`config.mk`:
```
export PLATFORM = sky130hd
export DESIGN_NAME = rob_dispatch
export DESIGN_NICKNAME = d
export VERILOG_FILES = /design/src/rtl/rob_dispatch.sv
export SDC_FILE = /design/constraint.sdc
export NUM_CORES = 1
export LEC_CHECK = 0
export ABC_AREA = 1
export CORE_AREA = 2 2 218 220
export CTS_CLUSTER_SIZE = 10
export DETAILED_ROUTE_END_ITERATION = 10
export DIE_AREA = 0 0 220 222
export GPL_TIMING_DRIVEN = 0
export PLACE_DENSITY = 0.74
export SLEW_MARGIN = 20
export SYNTH_ARGS = -nofsm -noshare
export SYNTH_HDL_FRONTEND = slang
export SYNTH_SLANG_ARGS = --single-unit
```
`constraint.sdc`:
```
create_clock -name i_clk -period 4.2 [get_ports i_clk]
set_clock_uncertainty 0.1 [all_clocks]
set_input_delay 1.05 -clock i_clk [delete_from_list [all_inputs] [get_ports i_clk]]
set_output_delay 1.05 -clock i_clk [all_outputs]
set_load 0.1 [all_outputs]
```
`src/rtl/rob_dispatch.sv`:
```
// Dispatch sequencer between rename and the ROB: holds one renamed group of up to
// four instructions, inserts as many as the ROB has room for, and tracks ROB tags.
module rob_dispatch #(
  parameter int LEN    = 16,
  parameter int BWIDTH = 57,
  parameter int LBITS  = $clog2(LEN)
) (
  input  logic              i_clk,
  input  logic              i_rst_n,
  input  logic              i_grp_valid,
  input  logic [2:0]        i_grp_count,
  input  logic [BWIDTH-1:0] i_grp_bundle0,
  input  logic [BWIDTH-1:0] i_grp_bundle1,
  input  logic [BWIDTH-1:0] i_grp_bundle2,
  input  logic [BWIDTH-1:0] i_grp_bundle3,
  input  logic [5:0]        i_grp_old_p0,
  input  logic [5:0]        i_grp_old_p1,
  input  logic [5:0]        i_grp_old_p2,
  input  logic [5:0]        i_grp_old_p3,
  output logic              o_grp_ready,
  input  logic [LBITS-1:0]  i_rob_free,
  input  logic              i_flush,
  output logic [BWIDTH-1:0] o_ins_bundle0,
  output logic [BWIDTH-1:0] o_ins_bundle1,
  output logic [BWIDTH-1:0] o_ins_bundle2,
  output logic [BWIDTH-1:0] o_ins_bundle3,
  output logic [5:0]        o_ins_old_p0,
  output logic [5:0]        o_ins_old_p1,
  output logic [5:0]        o_ins_old_p2,
  output logic [5:0]        o_ins_old_p3,
  output logic [2:0]        o_ins_count,
  output logic [LBITS-1:0]  o_rob_tag0,
  output logic [LBITS-1:0]  o_rob_tag1,
  output logic [LBITS-1:0]  o_rob_tag2,
  output logic [LBITS-1:0]  o_rob_tag3,
  output logic [15:0]       o_stall_cycles
);

  typedef enum logic {EMPTY = 1'b0, HOLD = 1'b1} state_t;

  state_t            state_r, state_s;
  logic [2:0]        buf_count_r, buf_count_s;
  logic [BWIDTH-1:0] bundle_r [4];
  logic [BWIDTH-1:0] bundle_s [4];
  logic [5:0]        old_p_r [4];
  logic [5:0]        old_p_s [4];
  logic [BWIDTH-1:0] grp_bundle_s [4];
  logic [5:0]        grp_old_p_s [4];
  logic [LBITS-1:0]  head_r;
  logic [15:0]       stall_r;
  logic [2:0]        lim_s, n_s;
  logic              buf_valid_s, full_drain_s, ready_s, accept_s;

  assign grp_bundle_s[0] = i_grp_bundle0;
  assign grp_bundle_s[1] = i_grp_bundle1;
  assign grp_bundle_s[2] = i_grp_bundle2;
  assign grp_bundle_s[3] = i_grp_bundle3;
  assign grp_old_p_s[0]  = i_grp_old_p0;
  assign grp_old_p_s[1]  = i_grp_old_p1;
  assign grp_old_p_s[2]  = i_grp_old_p2;
  assign grp_old_p_s[3]  = i_grp_old_p3;

  // Dispatch count and group handshake; free count compared at full width
  always_comb begin
    buf_valid_s = (state_r == HOLD);
    if ({{(32-LBITS){1'b0}}, i_rob_free} >= 32'd4) begin
      lim_s = 3'd4;
    end else begin
      lim_s = 3'(i_rob_free);
    end
    if (!buf_valid_s || i_flush) begin
      n_s = 3'd0;
    end else if (buf_count_r < lim_s) begin
      n_s = buf_count_r;
    end else begin
      n_s = lim_s;
    end
    full_drain_s = (n_s == buf_count_r);
    ready_s      = !i_flush && (!buf_valid_s || full_drain_s);
    accept_s     = i_grp_valid && ready_s;
  end

  // Next-state logic for buffer occupancy and slot contents
  always_comb begin
    logic [2:0] src;
    src         = 3'd0;
    state_s     = state_r;
    buf_count_s = buf_count_r;
    for (int k = 0; k < 4; k++) begin
      bundle_s[k] = bundle_r[k];
      old_p_s[k]  = old_p_r[k];
    end
    case (state_r)
      EMPTY: begin
        if (accept_s) begin
          state_s     = HOLD;
          buf_count_s = i_grp_count;
          for (int k = 0; k < 4; k++) begin
            bundle_s[k] = grp_bundle_s[k];
            old_p_s[k]  = grp_old_p_s[k];
          end
        end else begin
          state_s = EMPTY;
        end
      end
      HOLD: begin
        if (i_flush) begin
          state_s     = EMPTY;
          buf_count_s = 3'd0;
        end else if (accept_s) begin
          state_s     = HOLD;
          buf_count_s = i_grp_count;
          for (int k = 0; k < 4; k++) begin
            bundle_s[k] = grp_bundle_s[k];
            old_p_s[k]  = grp_old_p_s[k];
          end
        end else if (full_drain_s) begin
          state_s     = EMPTY;
          buf_count_s = 3'd0;
        end else begin
          // Partial drain: survivors move down so slot 0 stays the oldest
          buf_count_s = buf_count_r - n_s;
          for (int k = 0; k < 4; k++) begin
            src = 3'(k) + n_s;
            if (src < 3'd4) begin
              bundle_s[k] = bundle_r[src[1:0]];
              old_p_s[k]  = old_p_r[src[1:0]];
            end else begin
              bundle_s[k] = bundle_r[k];
              old_p_s[k]  = old_p_r[k];
            end
          end
        end
      end
      default: begin
        state_s     = EMPTY;
        buf_count_s = 3'd0;
      end
    endcase
  end

  // State, slot, head-mirror and stall-counter registers
  always_ff @(posedge i_clk or negedge i_rst_n) begin
    if (!i_rst_n) begin
      state_r     <= EMPTY;
      buf_count_r <= 3'd0;
      head_r      <= '0;
      stall_r     <= 16'd0;
      for (int k = 0; k < 4; k++) begin
        bundle_r[k] <= '0;
        old_p_r[k]  <= 6'd0;
      end
    end else begin
      state_r     <= state_s;
      buf_count_r <= buf_count_s;
      head_r      <= head_r + LBITS'(n_s);
      for (int k = 0; k < 4; k++) begin
        bundle_r[k] <= bundle_s[k];
        old_p_r[k]  <= old_p_s[k];
      end
      if (buf_valid_s && !i_flush && (n_s < buf_count_r) && (stall_r != 16'hFFFF)) begin
        stall_r <= stall_r + 16'd1;
      end else begin
        stall_r <= stall_r;
      end
    end
  end

  assign o_grp_ready    = ready_s;
  assign o_ins_count    = n_s;
  assign o_ins_bundle0  = bundle_r[0];
  assign o_ins_bundle1  = bundle_r[1];
  assign o_ins_bundle2  = bundle_r[2];
  assign o_ins_bundle3  = bundle_r[3];
  assign o_ins_old_p0   = old_p_r[0];
  assign o_ins_old_p1   = old_p_r[1];
  assign o_ins_old_p2   = old_p_r[2];
  assign o_ins_old_p3   = old_p_r[3];
  assign o_rob_tag0     = head_r;
  assign o_rob_tag1     = head_r + LBITS'(1);
  assign o_rob_tag2     = head_r + LBITS'(2);
  assign o_rob_tag3     = head_r + LBITS'(3);
  assign o_stall_cycles = stall_r;

endmodule

```
# Word-level counts from Yosys, hierarchy flattened
# Index checks and enable logic that the tools add are counted.
# word_totals
reg_bits	276
in_bits	263
out_inout_bits	288
# op_classes
add_sub_neg	9
order_cmp	11
eq_ne	9
mux	55
bitwise	5
n_reduce_logical	13
# ops
op	count
228-bit two-way mux	4
57-bit two-way mux	12
57-bit binary-select mux with 2-bit select	4
228-bit case mux with 2 select lines	1
24-bit two-way mux	4
6-bit two-way mux	12
6-bit binary-select mux with 2-bit select	4
24-bit case mux with 2 select lines	1
3-bit two-way mux	7
16-bit by 1-bit adder with 16-bit output, second input constant	1
16-bit inequality test, second input constant	1
4-bit AND reduction	4
3-bit >= comparator, second input constant	4
3-bit < comparator, second input constant	4
3-bit by 1-bit inequality test with 1-bit output, second input constant	4
2-bit inverter with 3-bit output	4
4-bit by 2-bit adder with 4-bit output, second input constant	2
2-bit by 3-bit adder with 3-bit output, first input constant	2
3-bit < comparator	2
3-bit case mux with 2 select lines	1
1-bit logical AND	5
4-bit by 1-bit adder with 4-bit output, second input constant	1
4-bit by 3-bit adder with 4-bit output	1
4-bit by 3-bit >= comparator with 1-bit output, second input constant	1
10 further kinds	16

# Depth between registers and ports, before layout
# logic_depth
word_depth	15
mapped_depth	26

# Worst setup path before layout
# OpenSTA, ideal clock, no wires.
# synth_path
path_type	input-to-output
start	input i_rob_free[3]
end	output o_grp_ready
arrival_time_ns	4.797
required_time_ns	3.050
slack_ns	-1.747
cell_stages	15
path_buffers	2
path_cell_list	nor2_4 nand2_1 ha_1 nand2_1 inv_1 nand2_1 nand2_1 nand2_2 nand3_1 buf_4 buf_2 inv_1 ha_1 nand3_2 a21oi_1
# synth_via
elab_chain_len	8
# synth_rtl
element	line	text
start, declared	21	input logic [LBITS-1:0] i_rob_free,
4-bit by 3-bit >= comparator with 1-bit output (*)	66	if ({{(32-LBITS){1'b0}}, i_rob_free} >= 32'd4) begin
3-bit two-way mux (*)	66	
3-bit < comparator	73	end else if (buf_count_r < lim_s) begin
3-bit two-way mux (*)	73	
3-bit two-way mux (*)	71	if (!buf_valid_s || i_flush) begin
via o_ins_count[0]	31	output logic [2:0] o_ins_count,
3-bit equality test (*)	78	full_drain_s = (n_s == buf_count_r);
1-bit logical OR (*)	79	ready_s = !i_flush && (!buf_valid_s || full_drain_s);
1-bit logical AND (*)	79	
end, declared	20	output logic o_grp_ready,
# The timed path passes the listed nets; every way through them passes the cells marked *.

# Worst setup path in the final report
# layout_path
start	input i_rob_free[2]
end	output o_grp_ready
# layout_via
elab_chain_len	8
# layout_rtl
element	line
4-bit by 3-bit >= comparator with 1-bit output	66
3-bit two-way mux (*)	66
3-bit < comparator	73
3-bit two-way mux (*)	73
3-bit two-way mux (*)	71
3-bit equality test (*)	78
1-bit logical OR (*)	79
1-bit logical AND (*)	79
# Every way passes the cells marked *; elsewhere a longest branch is shown, timed or not.

==> impl_metrics.py <==
metrics = {
    "synth": {
        "synthTopCellsByArea": "dfrtp_1 (33%), nand3_1 (19%), nand2_1 (10%), a21oi_1 (7.7%), nand4_1 (7.7%)",
        "synth-simple-area-share_pct": 44.0,
        "synth_fa_ha_area_share_pct": 1.10,
        "postSynth.asyncResetShare_pct": 100,
        "yosysMostFrequentCell": "nand3_1",
        "synthTopCellsByCount": "nand3_1 (771), nand2_1 (553), nor2_1 (392), inv_1 (349), a21oi_1 (320)",
        "yosys_register_bits": 276,
        "syn-num-nets": 3546,
        "synth_edf_count": 0,
        "synth.largest_area_cell": "dfrtp_1",
        "synth_xor_area_share_pct": 0.846,
        "synth_cell_types": 30,
        "netlist_instances": 3266,
        "syn-cell-area_um2": 20700,
        "yosys.area.top_type_share_pct": 33.3,
        "synth-main-ff-cell": "dfrtp_1",
        "yosys_warnings": 0,
        "synth_top_family_by_area": "simple AND/OR/NAND/NOR gates",
        "synth-compound-area-share_pct": 8.21,
        "seq_area_frac_synth_pct": 33.3,
        "avgSynthCellArea_um2": 6.34,
        "synth_mux_area_share_pct": 0,
    },
    "clock_network": {
        "cts.sink_count": 276,
        "clock_latency_ns": 0.57,
        "clock-root-buffer": "clkbuf_16",
        "cts_buffer_depth": 3,
        "cts_tree": "done",
        "numCtsBuffers": 38,
        "cts.clk_slew.worst_paths_ns": 0.05,
        "cts_max_level": 2,
    },
    "sta": {
        "finalSetupViolCount": 0,
        "fmax_mhz": 239,
        "setup_tns_ns": 0,
        "drv_slew": 0,
        "relSlewSlack_pct": 21.8,
        "fin_ws_ns": 0.0242,
        "rsz0062_at_grt": "true",
        "final-hold-violation-count": 0,
        "worst_slew_pin_slew_ns": 1.17,
        "min_period_ns": 4.18,
        "period_share_pct": 99.4,
    },
    "power_and_ir_drop": {
        "leakagePower_nw": 13.9,
        "ir_drop_mv": 1.15,
        "powerDensity_nw_per_um2": 733,
    },
    "routing": {
        "vias": 26900,
        "wirelength_um": 99200,
        "ant_nets": 0,
        "vias_per_cell": 5.97,
        "drcViolationCount": 0,
        "firstDrtPassIters": 8,
        "wire_per_inst_um": 22.0,
        "drt_iter0_drc": 3764,
    },
    "grt": {
        "grt_max_degree": 83,
        "grt_pass1_vias": 25100,
        "grtUsageTotal_pct": 39.7,
        "antenna_found_initial": 7,
        "grt_overflow": 0,
        "grt_pass1_wl_um": 149000,
    },
    "finish": {
        "num-fill-cells": 4371,
        "drive_above_1_share_pct": 7.00,
        "final_area_um2": 28800,
        "nNetsFinal": 4153,
        "syn_to_final_growth_pct": 39.0,
    },
    "placed_design": {
        "dp_slack_ns": -2.28,
        "place_area_um2": 27200,
        "dp_hpwl_um": 73200,
        "io_buffers": 550,
        "place_congestion": 0.988,
    },
    "critical_path": {
        "path_class": "input pin to primary output",
        "crit_path_start_kind": "input pin",
        "crit_arrival_ns": 3.03,
        "cp.required_ns": 3.05,
        "cp_max_fo": 4,
        "cp-end-kind": "primary output",
    },
    "floorplan": {
        "start_util_pct": 44.8,
        "core.rowCount": 79,
        "boundaryPins": 551,
        "die_w_um": 220,
        "die_h_um": 222,
        "die_area_um2": 48800,
        "coreArea_um2": 46300,
    },
    "flow_run": {
        "maxCapViolations": 0,
    },
    "min_path": {
        "hp-class": "input pin to async pin",
    },
    "outcome": {
        "status": "completed",
    },
}
path summary, 6_finish.rpt:
check	end	depth (start not counted)	slack, ns	from
setup reg to reg	o_ins_bundle3[17]	15	0.39	buf_count_r[2]
max in group asynchronous	o_ins_bundle2[47]	3	2.52	i_rst_n
hold reg to reg	o_stall_cycles[8]	1	0.39	o_stall_cycles[8]
setup / recovery	o_grp_ready	15	0.02	i_rob_free[2]
min in group i_clk	o_stall_cycles[8]	1	0.39	o_stall_cycles[8]
hold / removal	o_ins_bundle3[17]	1	0.29	i_rst_n
layout make-up:
type / count / area [um2] / share of cell area [%]
multi-input combinational: 2361 / 11400 / 39.8
sequential: 276 / 6910 / 24.0
timing repair buffer: 572 / 5780 / 20.1
inverter: 356 / 1350 / 4.70
buffer: 268 / 1320 / 4.60
clock buffer: 61 / 1180 / 4.10
tap: 607 / 759 / 2.64
clock inverter: 5 / 27.5 / 0.0956
antenna: 4 / 10.0 / 0.0348
critical path, cell delays in order:
cell and delay (ns):
buf_6 0.09, nor2_4 0.16, nand2_2 0.10, ha_4 0.27, nand2_2 0.04, inv_2 0.06
nand2_4 0.07, nand2_4 0.10, nand2_4 0.07, nand3_4 0.10, clkinvlp_4 0.13, ha_4 0.30
nand3_4 0.09, a21oi_4 0.19, buf_12 0.19
metal layers:
metal / part of all wire [%] / GRT usage (%) / wire (um)
met1: 37 / 50.7 / 37100
met2: 45 / 60.9 / 44400
met3: 12 / 9.89 / 11500
met4: 6.2 / 22.5 / 6180
met5: 0.046 / 0 / 46
repair_timing:
action	CTS	global route
endpoints found under the setup margin	276	250
buffers inserted	10	8
hold buffers	0	0
resized for setup	74	37
pin swaps	6	8
gates cloned	1	0
state kept, by name, indices dropped and copies added (netlist names):
register	count
o_ins_old_p1	6
o_ins_old_p0	6
o_stall_cycles	16
o_ins_old_p3	6
o_ins_old_p2	6
o_rob_tag0	4
o_ins_bundle1	57
buf_valid_s	1
o_ins_bundle3	57
o_ins_bundle2	57
buf_count_r	3
o_ins_bundle0	57
through the flow:
stage	cells	utilization (%)	hold WS, ns	total power [mW]
4_1_cts	4500	61.9	0.306	20.9
6_report	4510	62.2	0.290	21.1
3_3_place_gp	4423	58.6	0.390	17.5
5_1_grt	4509	62.2	0.316	21.9
3_5_place_dp	4426	58.8	0.395	17.6
2_1_floorplan	3266	-	0.479	13.8
where the power goes:
group | internal (mW) | switching [mW] | total (mW)
Combinational | 3.17 | 10.1 | 13.3
Clock | 1.91 | 1.31 | 3.23
Sequential | 3.40 | 1.19 | 4.59
Total | 8.48 | 12.6 | 21.1
kinds of logic after synthesis:
logic type	after synthesis
flops	276
simple gates	1989
xor+xnor	20
buf+inv	629
fa+ha+maj	17
compound gates	335
cells in the final DEF, fill, tap and decap left out, types with 2 or more instances in the layout:
| cell type | instances |
|---|---|
| inv_2 | 5 |
| o21ai_1 | 2 |
| clkbuf_16 | 41 |
| buf_1 | 33 |
| nand2_4 | 7 |
| a21oi_1 | 319 |
| nand3_4 | 5 |
| nor4_1 | 2 |
| clkbuf_2 | 20 |
| nand4_1 | 254 |
| nor2_2 | 2 |
| ha_4 | 4 |
| xor2_1 | 11 |
| clkbuf_4 | 3 |
| nand2_2 | 5 |
| ha_1 | 11 |
| nor2_4 | 2 |
| buf_4 | 44 |
| nor3_1 | 5 |
| fa_1 | 2 |
| inv_1 | 346 |
| nor2_1 | 391 |
| buf_16 | 3 |
| inv_4 | 3 |
| clkinvlp_4 | 2 |
| clkbuf_1 | 100 |
| buf_6 | 10 |
| xnor2_1 | 7 |
| dfrtp_1 | 276 |
| a21oi_4 | 2 |
| o21ai_0 | 8 |
| nand2_1 | 547 |
| clkbuf_8 | 8 |
| nand3_1 | 767 |
| clkinv_2 | 4 |
| clkdlybuf4s50_1 | 542 |
| buf_2 | 90 |
| o221a_2 | 2 |
| buf_12 | 3 |
| diode_2 | 4 |
Power figures use the tool's default switching activity.
